## src/rtl/div_pkg.sv

```systemverilog
// Shared constants, state encoding and helpers for the 8086-style DIV/IDIV unit.
package div_pkg;
    localparam int N_BYTE = 8;
    localparam int N_WORD = 16;
    localparam int CNT_W  = $clog2(N_WORD + 1);

    typedef enum logic [1:0] {
        IDLE = 2'd0,
        CALC = 2'd1,
        FIX  = 2'd2,
        DONE = 2'd3
    } state_e;

    // Two's-complement negate when neg is set (magnitude of a negative operand, or re-signing a result).
    function automatic logic [15:0] cond_neg16(input logic [15:0] val, input logic neg);
        return neg ? (16'd0 - val) : val;
    endfunction
endpackage

```

## src/rtl/div_step.sv

```systemverilog
// One restoring shift-subtract step: shift the next dividend bit into the partial remainder and try the divisor.
module div_step (
    input  logic [15:0] rem_in,
    input  logic        bit_in,
    input  logic [15:0] divisor,
    output logic [15:0] rem_out,
    output logic        q_bit
);
    logic [16:0] shifted;

    always_comb begin
        shifted = {rem_in, bit_in};
        q_bit   = (shifted >= {1'b0, divisor});
        // When the subtraction succeeds the result is below the divisor, so 16 bits hold it exactly.
        rem_out = q_bit ? (shifted[15:0] - divisor) : shifted[15:0];
    end
endmodule

```

## src/rtl/div_unit.sv

```systemverilog
// Multi-cycle DIV/IDIV unit: byte (AX / r8) or word (DX:AX / r16), fixed latency, 8086 divide-error rules.
module div_unit
    import div_pkg::*;
(
    input  logic        iClk,
    input  logic        iRst,
    input  logic        iStart,
    input  logic        iSigned,
    input  logic        iW,
    input  logic [31:0] iDividend,
    input  logic [15:0] iDivisor,
    output logic        oBusy,
    output logic        oDone,
    output logic [15:0] oQuot,
    output logic [15:0] oRem,
    output logic        oDivErr
);
    state_e           state_q, state_d;
    logic [CNT_W-1:0] cnt_q, cnt_d;
    logic [15:0]      rem_q, rem_d;
    logic [15:0]      quo_q, quo_d;       // dividend bits shift out the top, quotient bits shift in the bottom
    logic [15:0]      dsr_q, dsr_d;
    logic             w_q, w_d, sgn_q, sgn_d, qneg_q, qneg_d, rneg_q, rneg_d, err_q, err_d;
    logic [15:0]      quot_res_q, quot_res_d, rem_res_q, rem_res_d;
    logic             div_err_q, div_err_d;

    logic             dvd_neg, dsr_neg, start_err;
    logic [31:0]      dvd_mag;
    logic [15:0]      dsr_mag, dvd_hi, dvd_lo;

    always_comb begin
        dvd_neg = iSigned & (iW ? iDividend[31] : iDividend[15]);
        dsr_neg = iSigned & (iW ? iDivisor[15] : iDivisor[7]);
        if (iW) begin
            dvd_mag = dvd_neg ? (32'd0 - iDividend) : iDividend;
            dsr_mag = cond_neg16(iDivisor, dsr_neg);
            dvd_hi  = dvd_mag[31:16];
            dvd_lo  = dvd_mag[15:0];
        end else begin
            dvd_mag = {16'd0, cond_neg16(iDividend[15:0], dvd_neg)};
            dsr_mag = {8'd0, 8'(cond_neg16({8'd0, iDivisor[7:0]}, dsr_neg))};
            dvd_hi  = {8'd0, dvd_mag[15:8]};
            dvd_lo  = {dvd_mag[7:0], 8'd0};
        end
        start_err = (dsr_mag == 16'd0) || (dvd_hi >= dsr_mag);
    end

    logic [15:0] step_rem;
    logic        step_q;

    div_step u_step (
        .rem_in  (rem_q),
        .bit_in  (quo_q[15]),
        .divisor (dsr_q),
        .rem_out (step_rem),
        .q_bit   (step_q)
    );

    logic [15:0] quo_mag, quot_fin, rem_fin;
    logic        fix_err;

    always_comb begin
        quo_mag  = w_q ? quo_q : {8'd0, quo_q[7:0]};
        quot_fin = cond_neg16(quo_mag, qneg_q);
        rem_fin  = cond_neg16(rem_q, rneg_q);
        if (!w_q) begin
            quot_fin[15:8] = 8'd0;
            rem_fin[15:8]  = 8'd0;
        end
        // Quotient magnitudes of 2^(N-1) and above do not fit a signed result, -2^(N-1) included.
        fix_err = err_q | (sgn_q & (w_q ? quo_q[15] : quo_q[7]));
    end

    always_comb begin
        // NOTE: every variable gets its hold value first so no path through the case can infer a latch.
        state_d    = state_q;
        cnt_d      = cnt_q;
        rem_d      = rem_q;
        quo_d      = quo_q;
        dsr_d      = dsr_q;
        w_d        = w_q;
        sgn_d      = sgn_q;
        qneg_d     = qneg_q;
        rneg_d     = rneg_q;
        err_d      = err_q;
        quot_res_d = quot_res_q;
        rem_res_d  = rem_res_q;
        div_err_d  = div_err_q;

        unique case (state_q)
            IDLE: begin
                if (iStart) begin
                    rem_d     = dvd_hi;
                    quo_d     = dvd_lo;
                    dsr_d     = dsr_mag;
                    w_d       = iW;
                    sgn_d     = iSigned;
                    qneg_d    = dvd_neg ^ dsr_neg;
                    rneg_d    = dvd_neg;
                    err_d     = start_err;
                    div_err_d = 1'b0;
                    cnt_d     = iW ? CNT_W'(N_WORD) : CNT_W'(N_BYTE);
                    state_d   = CALC;
                end
            end
            CALC: begin
                if (cnt_q == '0) begin
                    state_d = FIX;
                end else begin
                    rem_d = step_rem;
                    quo_d = {quo_q[14:0], step_q};
                    cnt_d = cnt_q - 1'b1;
                end
            end
            FIX: begin
                div_err_d = fix_err;
                if (!fix_err) begin
                    quot_res_d = quot_fin;
                    rem_res_d  = rem_fin;
                end
                state_d = DONE;
            end
            DONE: state_d = IDLE;
            default: state_d = IDLE;
        endcase
    end

    // NOTE: state registers use non-blocking assignments so every flop samples pre-edge values.
    always_ff @(posedge iClk) begin
        if (iRst) begin
            state_q    <= IDLE;
            cnt_q      <= '0;
            rem_q      <= '0;
            quo_q      <= '0;
            dsr_q      <= '0;
            w_q        <= 1'b0;
            sgn_q      <= 1'b0;
            qneg_q     <= 1'b0;
            rneg_q     <= 1'b0;
            err_q      <= 1'b0;
            quot_res_q <= '0;
            rem_res_q  <= '0;
            div_err_q  <= 1'b0;
        end else begin
            state_q    <= state_d;
            cnt_q      <= cnt_d;
            rem_q      <= rem_d;
            quo_q      <= quo_d;
            dsr_q      <= dsr_d;
            w_q        <= w_d;
            sgn_q      <= sgn_d;
            qneg_q     <= qneg_d;
            rneg_q     <= rneg_d;
            err_q      <= err_d;
            quot_res_q <= quot_res_d;
            rem_res_q  <= rem_res_d;
            div_err_q  <= div_err_d;
        end
    end

    assign oBusy   = (state_q == CALC) || (state_q == FIX);
    assign oDone   = (state_q == DONE);
    assign oQuot   = quot_res_q;
    assign oRem    = rem_res_q;
    assign oDivErr = div_err_q;
endmodule
```

## config.mk

```make
export PLATFORM = sky130hd
export DESIGN_NAME = div_unit
export DESIGN_NICKNAME = d
export VERILOG_FILES = /design/src/rtl/div_pkg.sv /design/src/rtl/div_step.sv /design/src/rtl/div_unit.sv
export SDC_FILE = /design/constraint.sdc
export NUM_CORES = 1
export LEC_CHECK = 0
export ABC_AREA = 1
export BUFFER_PORTS_ARGS = -buffer_cell sky130_fd_sc_hd__buf_2
export CORE_ASPECT_RATIO = 0.9
export CORE_UTILIZATION = 30
export CTS_CLUSTER_DIAMETER = 30
export DETAILED_ROUTE_END_ITERATION = 12
export PLACE_DENSITY = 0.53
export SLEW_MARGIN = 30
export SYNTH_ARGS = -nofsm -noshare
export SYNTH_HDL_FRONTEND = slang
export SYNTH_HIERARCHICAL = 1
export SYNTH_SLANG_ARGS = --single-unit
```

## constraint.sdc

```tcl
create_clock -name iClk -period 2.12 [get_ports iClk]
set_input_delay 0.106 -clock iClk [delete_from_list [all_inputs] [get_ports iClk]]
set_output_delay 0.106 -clock iClk [all_outputs]
set_load 0.05 [all_outputs]
```

==> results.sh, run 1 <==
export IMPL_final_antenna_net_count=0
export IMPL_status="finished clean"
export IMPL_synthXorXnorAreaFrac_pct=2.64
export IMPL_grt_usage_pct=20.1
export IMPL_synth_seq_area_share_pct=23.4
export IMPL_critPathMaxFanout=5
export IMPL_hpwl_um=22400
export IMPL_synth_nets=1436
export IMPL_max_vdd_ir_drop_uv=529
export IMPL_dieWidth_um=174
export IMPL_hold_viol=0
export IMPL_diodes=0
export IMPL_start_util_pct=30.5
export IMPL_syn_avg_cell_area_um2=5.93
export IMPL_clkLatencyLatePin_ns=0.36
export IMPL_gp_congestion=0.913
export IMPL_yosys_area_share_simple_pct=38.6
export IMPL_ys_seq_elements=93
export IMPL_grt_overflow=0
export IMPL_setup_viol=0
export IMPL_dr_pass1_iters=5
export IMPL_cts_root_buffer="clkbuf_16"
export IMPL_coreArea_um2=26100
export IMPL_wl_um=27700
export IMPL_cap_viol_max_count=0
export IMPL_p_leak_nw=5.37
export IMPL_grt_max_degree=56
export IMPL_crit_required_ns=2.36
export IMPL_multiInputGateArea_um2=5520
export IMPL_io_pins=88
export IMPL_dp_slack_ns=-0.406
export IMPL_clk_pin_slew_ns=0.07
export IMPL_startpoint_type="input pin"
export IMPL_synthMuxAreaShare_pct=0
export IMPL_synthAdderAreaFrac_pct=6.86
export IMPL_slew_violations=0
export IMPL_grt_pass1_wl_um=43400
export IMPL_grt_pass1_vias=8254
export IMPL_clock_skew_ns=0.0126
export IMPL_fill_cells=2886
export IMPL_arrival_ns=2.28
export IMPL_register_area_um2=1870
export IMPL_rsz0062_at_grt="true"
export IMPL_drc=0
export IMPL_synthCells=1340
export IMPL_yosysTopAreaCellShare_pct=23.4
export IMPL_dr_first_iter_drc_count=621
export IMPL_port_buffers=87
export IMPL_area_delta_synth_final_pct=35.2
export IMPL_fin_crit_ns=2.04
export IMPL_die_h_um=156
export IMPL_power_density_nw_per_um2=1210
export IMPL_crit_path_end_kind="register"
export IMPL_layout_nets=1674
export IMPL_rows=56
export IMPL_floorplan_die_area_um2=27200
export IMPL_fmax_mhz=490
export IMPL_worstSetupPathType="input pin to register"
export IMPL_synthTopCellsByArea="dfxtp_1, nand2_1, inv_1"
export IMPL_routed_via_density=4.84
export IMPL_routedWlPerCell_um=14.3
export IMPL_netlist_area_um2=7950
export IMPL_antenna_found_initial=0
export IMPL_hold_class="input pin to register"
export IMPL_drive_above_1_share_pct=26.1
export IMPL_synth_distinct_cells=40
export IMPL_vias=9344
export IMPL_finalCritPeriodShare_pct=96.3
export IMPL_cts_path_max_buffers=2
export IMPL_finalSetupTns_ns=0
export IMPL_synth_compound_area_share_pct=16.9
export IMPL_setup_ws_ns=0.0790
export IMPL_cts_buffers=9
export IMPL_timing_slew_headroom_pct=66.0
export IMPL_post_synth_top_area_cell="dfxtp_1"
export IMPL_tightest_slew_ns=0.510
export IMPL_yosysWarnings=6
export IMPL_cts_tree="done"
export IMPL_p_total_mw=13.0
export IMPL_htreeDepth=3
export IMPL_cts_hold_buf=0
export IMPL_clock_sinks=93
export IMPL_synth_top_family_by_area="simple AND/OR/NAND/NOR gates"
-- cell usage after synthesis --
master	number
a21oi_1	126
nand3_2	6
o21ai_1	5
nor2_4	2
nand3b_1	12
clkbuf_1	28
or2_2	7
buf_4	4
dfxtp_1	93
fa_1	1
o21ai_2	1
o211ai_1	12
xor2_1	20
o31ai_1	3
o21ai_0	88
buf_12	1
nand3_1	126
buf_2	10
buf_1	5
nand2_1	384
nor2_1	94
o21bai_1	1
o21a_1	3
a211oi_1	5
a221oi_2	1
ha_1	42
nand2_4	1
nor2_2	8
inv_2	4
a31oi_1	4
inv_1	173
a21boi_0	1
buf_6	3
nor3_1	11
nand4_1	19
and3_1	6
nand2_2	16
and2_1	9
a221oi_1	1
xnor2_1	4
-- metal layers --
metal	wire length (µm)	global-route usage (%)	vias up
li1	-	-	4827
met1	14500	30.2	4270
met2	11500	30.2	222
met3	1340	2.75	25
met4	302	4.47	0
met5	0	0	-
-- layout make-up --
class | instances | share of cell area, %
Multi-Input combinational cell | 1019 | 51.4
Timing Repair Buffer | 278 | 18.1
Sequential cell | 93 | 17.4
Inverter | 177 | 6.25
Tap cell | 348 | 4.05
Clock buffer | 11 | 2.35
Clock inverter | 5 | 0.396
-- cells in the final DEF, fill, tap and decap left out, types with 4 or more instances in the layout --
cell type	n
a211oi_1	5
a21oi_1	121
a21oi_2	5
a31oi_1	4
and2_1	9
and3_1	5
buf_12	5
buf_2	85
buf_4	186
clkbuf_16	9
dfxtp_1	84
dfxtp_2	9
ha_1	29
ha_4	12
inv_1	166
inv_2	9
nand2_1	367
nand2_2	30
nand2_4	4
nand3_1	120
nand3_2	11
nand3b_1	12
nand4_1	19
nor2_1	87
nor2_2	10
nor2_4	7
nor3_1	9
o211ai_1	12
o21ai_0	83
o21ai_1	9
or2_2	7
xnor2_1	4
xor2_1	18
-- worst paths after layout --
| check | end | slack [ns] | start | cells after the start |
|---|---|---|---|---|
| max | err_q | 0.08 | iDividend[1] | 21 |
| min | quo_q[4] | 0.16 | iRst | 4 |
| max reg2reg | rem_q[9] | 0.12 | rem_q[7] | 14 |
| min reg2reg | oRem[15] | 0.46 | oRem[15] | 2 |
-- critical path, cell delays in order --
cell	delay (ns)
buf_6	0.09
inv_2	0.07
ha_4	0.13
nand4_1	0.08
buf_4	0.17
nor2_4	0.19
nor2_2	0.07
xnor2_1	0.21
nand2_1	0.09
and2_1	0.16
ha_1	0.29
nand2_1	0.06
inv_1	0.03
nand2_1	0.04
nand2_1	0.04
nand2_1	0.06
nand2_1	0.06
nand2_1	0.08
a21oi_2	0.05
nor2_1	0.11
a21oi_1	0.07
-- stage by stage --
step / cells / hold WS, ns / util, % / area [µm²]
CTS: 1924 / 0.146 / 39.6 / 10300
floorplan: 1340 / 0.255 / - / 7970
finish: 1931 / 0.156 / 41.2 / 10700
global route: 1931 / 0.177 / 41.2 / 10700
detailed placement: 1908 / 0.453 / 38.4 / 10000
global placement: 1908 / 0.451 / 38.4 / 10000
-- timing repair --
item | 4_1_cts | 5_1_grt
pin swaps | 0 | 29
endpoints found under the setup margin | 2 | 21
gates resized for setup | 2 | 90
setup buffers | 0 | 7
-- flip-flops by register name, summed over array words and instances (netlist names) --
name     flops
cnt_q        5
dsr_q       16
err_q        1
oDivErr      1
oQuot       16
oRem        16
qneg_q       1
quo_q       16
rem_q       16
rneg_q       1
sgn_q        1
state_q      2
w_q          1
-- cell families after synthesis --
group	after synthesis
simple gates	701
compound gates	251
buf+inv	228
flops	93
fa+ha+maj	43
xor+xnor	24
-- power by group --
part / switching [mW] / total, mW / internal [mW]
combinational: 5.47 / 8.68 / 3.22
clock: 0.746 / 1.62 / 0.871
sequential: 0.423 / 2.69 / 2.26
total: 6.64 / 13.0 / 6.35
No activity file was read; power rests on OpenSTA's default activity.
==> run 2, diff against run 1 <==
Settings changed: CORE_MARGIN set to 2, PLACE_DENSITY 0.53 to 0.48.
==> results.sh, run 2 (synthesized netlist as in run 1, its figures left out) <==
export IMPL_clock_sinks=93
export IMPL_vias=9190
export IMPL_antenna_found_initial=0
export IMPL_instances_no_fill=1934
export IMPL_slew_violations=0
export IMPL_status="finished clean"
export IMPL_arrival_ns=2.30
export IMPL_crit_path_end_kind="register"
export IMPL_timing_slew_headroom_pct=61.0
export IMPL_switching_share_pct=50.8
export IMPL_p_leak_nw=5.40
export IMPL_whs_path_depth=4
export IMPL_final_cell_mix="nand2_1, buf_4, inv_1, nand3_1, a21oi_1"
export IMPL_p_total_mw=13.0
export IMPL_setup_ws_ns=0.102
export IMPL_critPathMaxFanout=5
export IMPL_routed_via_density=4.75
export IMPL_seqPwrFrac_pct=20.8
export IMPL_crit_required_ns=2.40
export IMPL_grt_pass1_vias=8230
export IMPL_hold_end="quo_q[8]"
export IMPL_tightest_slew_ns=0.585
export IMPL_pwr_share_comb_pct=67.2
export IMPL_cts_tree="done"
export IMPL_cts_root_buffer="clkbuf_16"
export IMPL_setup_viol=0
export IMPL_clkLatencyLatePin_ns=0.35
export IMPL_final_antenna_net_count=0
export IMPL_port_buffers=87
export IMPL_clkPwrFrac_pct=12.0
export IMPL_r2r_end="rem_q[4]"
export IMPL_htreeDepth=3
export IMPL_area_delta_synth_final_pct=36.2
export IMPL_finalSetupTns_ns=0
export IMPL_path_cells="buf_8, inv_6, ha_4, nand4_1, nor2_4, nand3_4, nand2_4, nand3_4, and3_4, ha_4, nand2_1, o21a_1, o21a_1, o21ai_1, nor2_1, a21oi_1"
export IMPL_clock_skew_ns=0.0119
export IMPL_dieWidth_um=176
export IMPL_power_density_nw_per_um2=1200
export IMPL_final_common_cell="nand2_1"
export IMPL_critPathMaxStageDelay_ns=0.28
export IMPL_grt_pass1_wl_um=43900
export IMPL_layout_nets=1677
export IMPL_dp_slack_ns=-0.372
export IMPL_die_h_um=158
export IMPL_clk_pin_slew_ns=0.07
export IMPL_routedWlPerCell_um=14.5
export IMPL_finalCritPeriodShare_pct=95.2
export IMPL_cts_path_max_buffers=2
export IMPL_slowest_stage="nor2_4"
export IMPL_drive_above_1_share_pct=26.2
export IMPL_dr_first_iter_drc_count=661
export IMPL_max_vdd_ir_drop_uv=430
export IMPL_grt_overflow=0
export IMPL_fin_crit_ns=2.02
export IMPL_worstReg2RegStart="dsr_q[4]"
export IMPL_coreArea_um2=26100
export IMPL_holdWs_ns=0.190
export IMPL_min_from="iDividend[0]"
export IMPL_post_place_cells=1908
export IMPL_cap_viol_max_count=0
export IMPL_io_pins=88
export IMPL_gp_congestion=0.846
export IMPL_floorplan_die_area_um2=27800
export IMPL_start_util_pct=30.5
export IMPL_fmax_mhz=495
export IMPL_p_sw_mw=6.63
export IMPL_internal_power_mw=6.41
export IMPL_cts_buffers=9
export IMPL_worstSetupPathType="input pin to register"
export IMPL_dr_pass1_iters=6
export IMPL_diodes=0
export IMPL_drc=0
export IMPL_rsz0062_at_grt="true"
export IMPL_r2r_cells=15
export IMPL_grt_max_degree=61
export IMPL_rows=56
export IMPL_hold_viol=0
export IMPL_rrSetupSlack_ns=0.14
export IMPL_hpwl_um=22600
export IMPL_startpoint_type="input pin"
export IMPL_wl_um=27900
export IMPL_grt_usage_pct=19.9
export IMPL_hold_class="input pin to register"
[run 2: changes by cell type in the layout (fill, tap and decap cells not counted), sizes merged]
cell,change
inv,+3
buf,+2
clkbuf,-1
clkinvlp,-1
[run 2: worst max path at each step]
stage,start,endpoint,slack (ns)
floorplan,iDividend[0],err_q,0.02
global placement,iDividend[0],err_q,-0.34
detailed placement,iDividend[0],err_q,-0.37
CTS,rem_q[2],rem_q[10],-0.001
global route,iDividend[15],err_q,-0.10
finish,iDividend[0],err_q,0.10
[run 2: worst max-delay path, delay by kind of cell]
kind	cells	cell delay, ns
simple gates	8	1.07
compound gates	4	0.59
fa+ha+maj	2	0.37
buf+inv	2	0.15
[run 2: final cells by class]
cell class	count	area, µm²
flip-flops and latches	93	1870
well taps	348	435
clock buffers	9	225
multi-input cells	1019	5570
inverters	177	677
repair buffers	281	1990
clock inverters	7	53.8
fillers	2895	15200
[run 2: through the flow]
| stage | area, µm² | util [%] |
|---|---|---|
| after floorplan | 7970 | - |
| after global placement | 10000 | 38.4 |
| after detailed placement | 10000 | 38.4 |
| after CTS | 10300 | 39.4 |
| after global routing | 10800 | 41.6 |
| final | 10800 | 41.6 |
[run 2: routing by layer]
layer  global-route usage, %  wire (µm)  vias up  part of all wire, %
li1                        -          -     4829                    -
met1                    30.8      14900     4156                   53
met2                    29.6      11700      192                   42
met3                    2.10       1100       13                  3.9
met4                    4.05        244        0                 0.87
met5                       0          0        -                    0
[run 2: timing repair]
action                     in CTS  in global routing
buffers inserted                0                  9
resized for setup               1                101
hold buffers                    0                  0
pin swaps                       0                 33
cloned                          0                  1
setup endpoints to repair       2                 21
[run 2: power groups by stage]
stage | sequential [mW] | clock [mW] | combinational, mW
final | 2.72 | 1.57 | 8.76
after global routing | 2.78 | 1.68 | 9.82
after CTS | 2.66 | 1.62 | 8.02
after detailed placement | 2.70 | 0 | 7.98
after global placement | 2.69 | 0 | 7.95
after floorplan | 3.02 | 0 | 5.23
==> run 3, diff against run 2 <==
Settings changed: CORE_UTILIZATION 30 to 55, PLACE_DENSITY 0.48 to 0.79.
==> results.sh, run 3 (synthesized netlist as in run 1, its figures left out) <==
export IMPL_status="finished clean"
export IMPL_routedWlPerCell_um=14.5
export IMPL_finalCritPeriodShare_pct=96.7
export IMPL_clock_skew_ns=0.00835
export IMPL_final_common_cell="nand2_1"
export IMPL_p_leak_nw=5.21
export IMPL_hold_class="input pin to register"
export IMPL_slew_violations=0
export IMPL_final_antenna_net_count=0
export IMPL_critPathMaxFanout=5
export IMPL_setup_viol=0
export IMPL_area_delta_synth_final_pct=28.9
export IMPL_cts_buffers=9
export IMPL_clk_pin_slew_ns=0.07
export IMPL_antenna_found_initial=0
export IMPL_htreeDepth=3
export IMPL_tightest_slew_ns=0.565
export IMPL_register_area_um2=1860
export IMPL_placed_cell_area_um2=9580
export IMPL_r2r_end="rem_q[1]"
export IMPL_grt_usage_pct=31.9
export IMPL_fin_area_um2=10200
export IMPL_clock_sinks=93
export IMPL_hold_viol=0
export IMPL_io_pins=88
export IMPL_hold_end="sgn_q"
export IMPL_cts_path_max_buffers=2
export IMPL_coreArea_um2=14100
export IMPL_fill_cells=1270
export IMPL_hpwl_um=19600
export IMPL_rrSetupSlack_ns=0.10
export IMPL_fin_crit_ns=2.05
export IMPL_rsz0062_at_grt="true"
export IMPL_final_core_util_pct=72.9
export IMPL_crit_required_ns=2.41
export IMPL_start_util_pct=56.6
export IMPL_whs_path_depth=4
export IMPL_multiInputGateArea_um2=5480
export IMPL_max_vdd_ir_drop_uv=712
export IMPL_rows=41
export IMPL_layout_nets=1644
export IMPL_power_density_nw_per_um2=1240
export IMPL_dieWidth_um=131
export IMPL_r2r_cells=13
export IMPL_fmax_mhz=488
export IMPL_drc=0
export IMPL_grt_pass1_vias=8137
export IMPL_arrival_ns=2.34
export IMPL_gp_congestion=0.966
export IMPL_port_buffers=87
export IMPL_routed_via_density=5.41
export IMPL_cts_root_buffer="clkbuf_16"
export IMPL_cap_viol_max_count=0
export IMPL_die_h_um=118
export IMPL_vias=9449
export IMPL_clkLatencyLatePin_ns=0.36
export IMPL_worstSetupPathType="input pin to register"
export IMPL_final_cell_mix="nand2_1, inv_1, buf_4, a21oi_1, nand3_1"
export IMPL_grt_overflow=0
export IMPL_drive_above_1_share_pct=23.2
export IMPL_grt_pass1_wl_um=39200
export IMPL_diodes=0
export IMPL_min_from="iSigned"
export IMPL_cts_hold_buf=0
export IMPL_crit_path_end_kind="register"
export IMPL_wl_um=25300
export IMPL_worstReg2RegStart="dsr_q[13]"
export IMPL_timing_slew_headroom_pct=62.4
export IMPL_startpoint_type="input pin"
export IMPL_grt_max_degree=61
export IMPL_dr_pass1_iters=6
export IMPL_dr_first_iter_drc_count=851
export IMPL_cts_tree="done"
export IMPL_floorplan_die_area_um2=15400
-- run 3: cell count changes in the layout (fill, tap and decap cells not counted), sizes merged --
cell,before,now
buf,280,248
clkinvlp,0,2
clkbuf,10,9
clkinv,3,1
-- run 3: critical path: stages --
cell,delay (ns)
buf_8,0.11
inv_6,0.05
ha_4,0.12
nand4_1,0.24
nor2_4,0.26
nand3_2,0.12
nand2_2,0.12
nand3_1,0.11
and3_1,0.19
ha_1,0.27
nand2_1,0.07
nor3_1,0.19
nand3_1,0.12
a21oi_2,0.12
nor2_1,0.05
a21oi_1,0.10
-- run 3: what timing repair did --
action | CTS | global route
pin swaps | 0 | 29
setup buffers | 0 | 5
resized for setup | 1 | 65
setup endpoints to repair | 1 | 25
-- run 3: layout make-up --
cell class	count	area share (%)
Sequential cell	93	18.2
Multi-Input combinational cell	1019	53.5
Timing Repair Buffer	248	16.5
Inverter	177	6.62
Clock inverter	7	0.684
Clock buffer	9	2.20
Tap cell	193	2.36
-- run 3: stage by stage --
| stage | instances | power (mW) | TNS [ns] | worst slack, ns | hold WS (ns) |
|---|---|---|---|---|---|
| final | 1746 | 12.7 | 0 | 0.0710 | 0.161 |
| after global routing | 1746 | 13.7 | -0.114 | -0.0997 | 0.174 |
| after CTS | 1741 | 12.0 | 0 | 0.0157 | 0.150 |
| after detailed placement | 1725 | 10.4 | -0.367 | -0.367 | 0.457 |
| after global placement | 1725 | 10.2 | -0.331 | -0.331 | 0.448 |
| after floorplan | 1340 | 8.25 | 0 | 0.0201 | 0.255 |
-- run 3: how the worst max path moves through the flow --
stage,end,from,cells after the start,slack [ns]
4_1_cts,rem_q[10],dsr_q[9],13,0.02
3_5_place_dp,err_q,iDividend[0],16,-0.37
2_1_floorplan,err_q,iDividend[0],15,0.02
6_report,err_q,iDividend[0],16,0.07
5_1_grt,err_q,iDividend[0],16,-0.1
3_3_place_gp,err_q,iDividend[0],16,-0.33
-- run 3: power breakdown --
part	total (mW)	internal (mW)	leakage (nW)	switching (mW)
logic	8.38	3.02	4.30	5.36
clock network	1.61	0.835	0.144	0.776
registers	2.69	2.25	0.765	0.440
-- run 3: per-layer routing --
layer  up-vias  routed length (µm)  part of all wire, %  global-route usage [%]
li1       4770                   -                    -                       -
met4         0                 519                  2.1                    9.04
met3        32                2090                  8.3                    5.14
met1      4260               11600                   46                    46.5
met2       387               11000                   44                    48.1
met5         -                   0                    0                       0
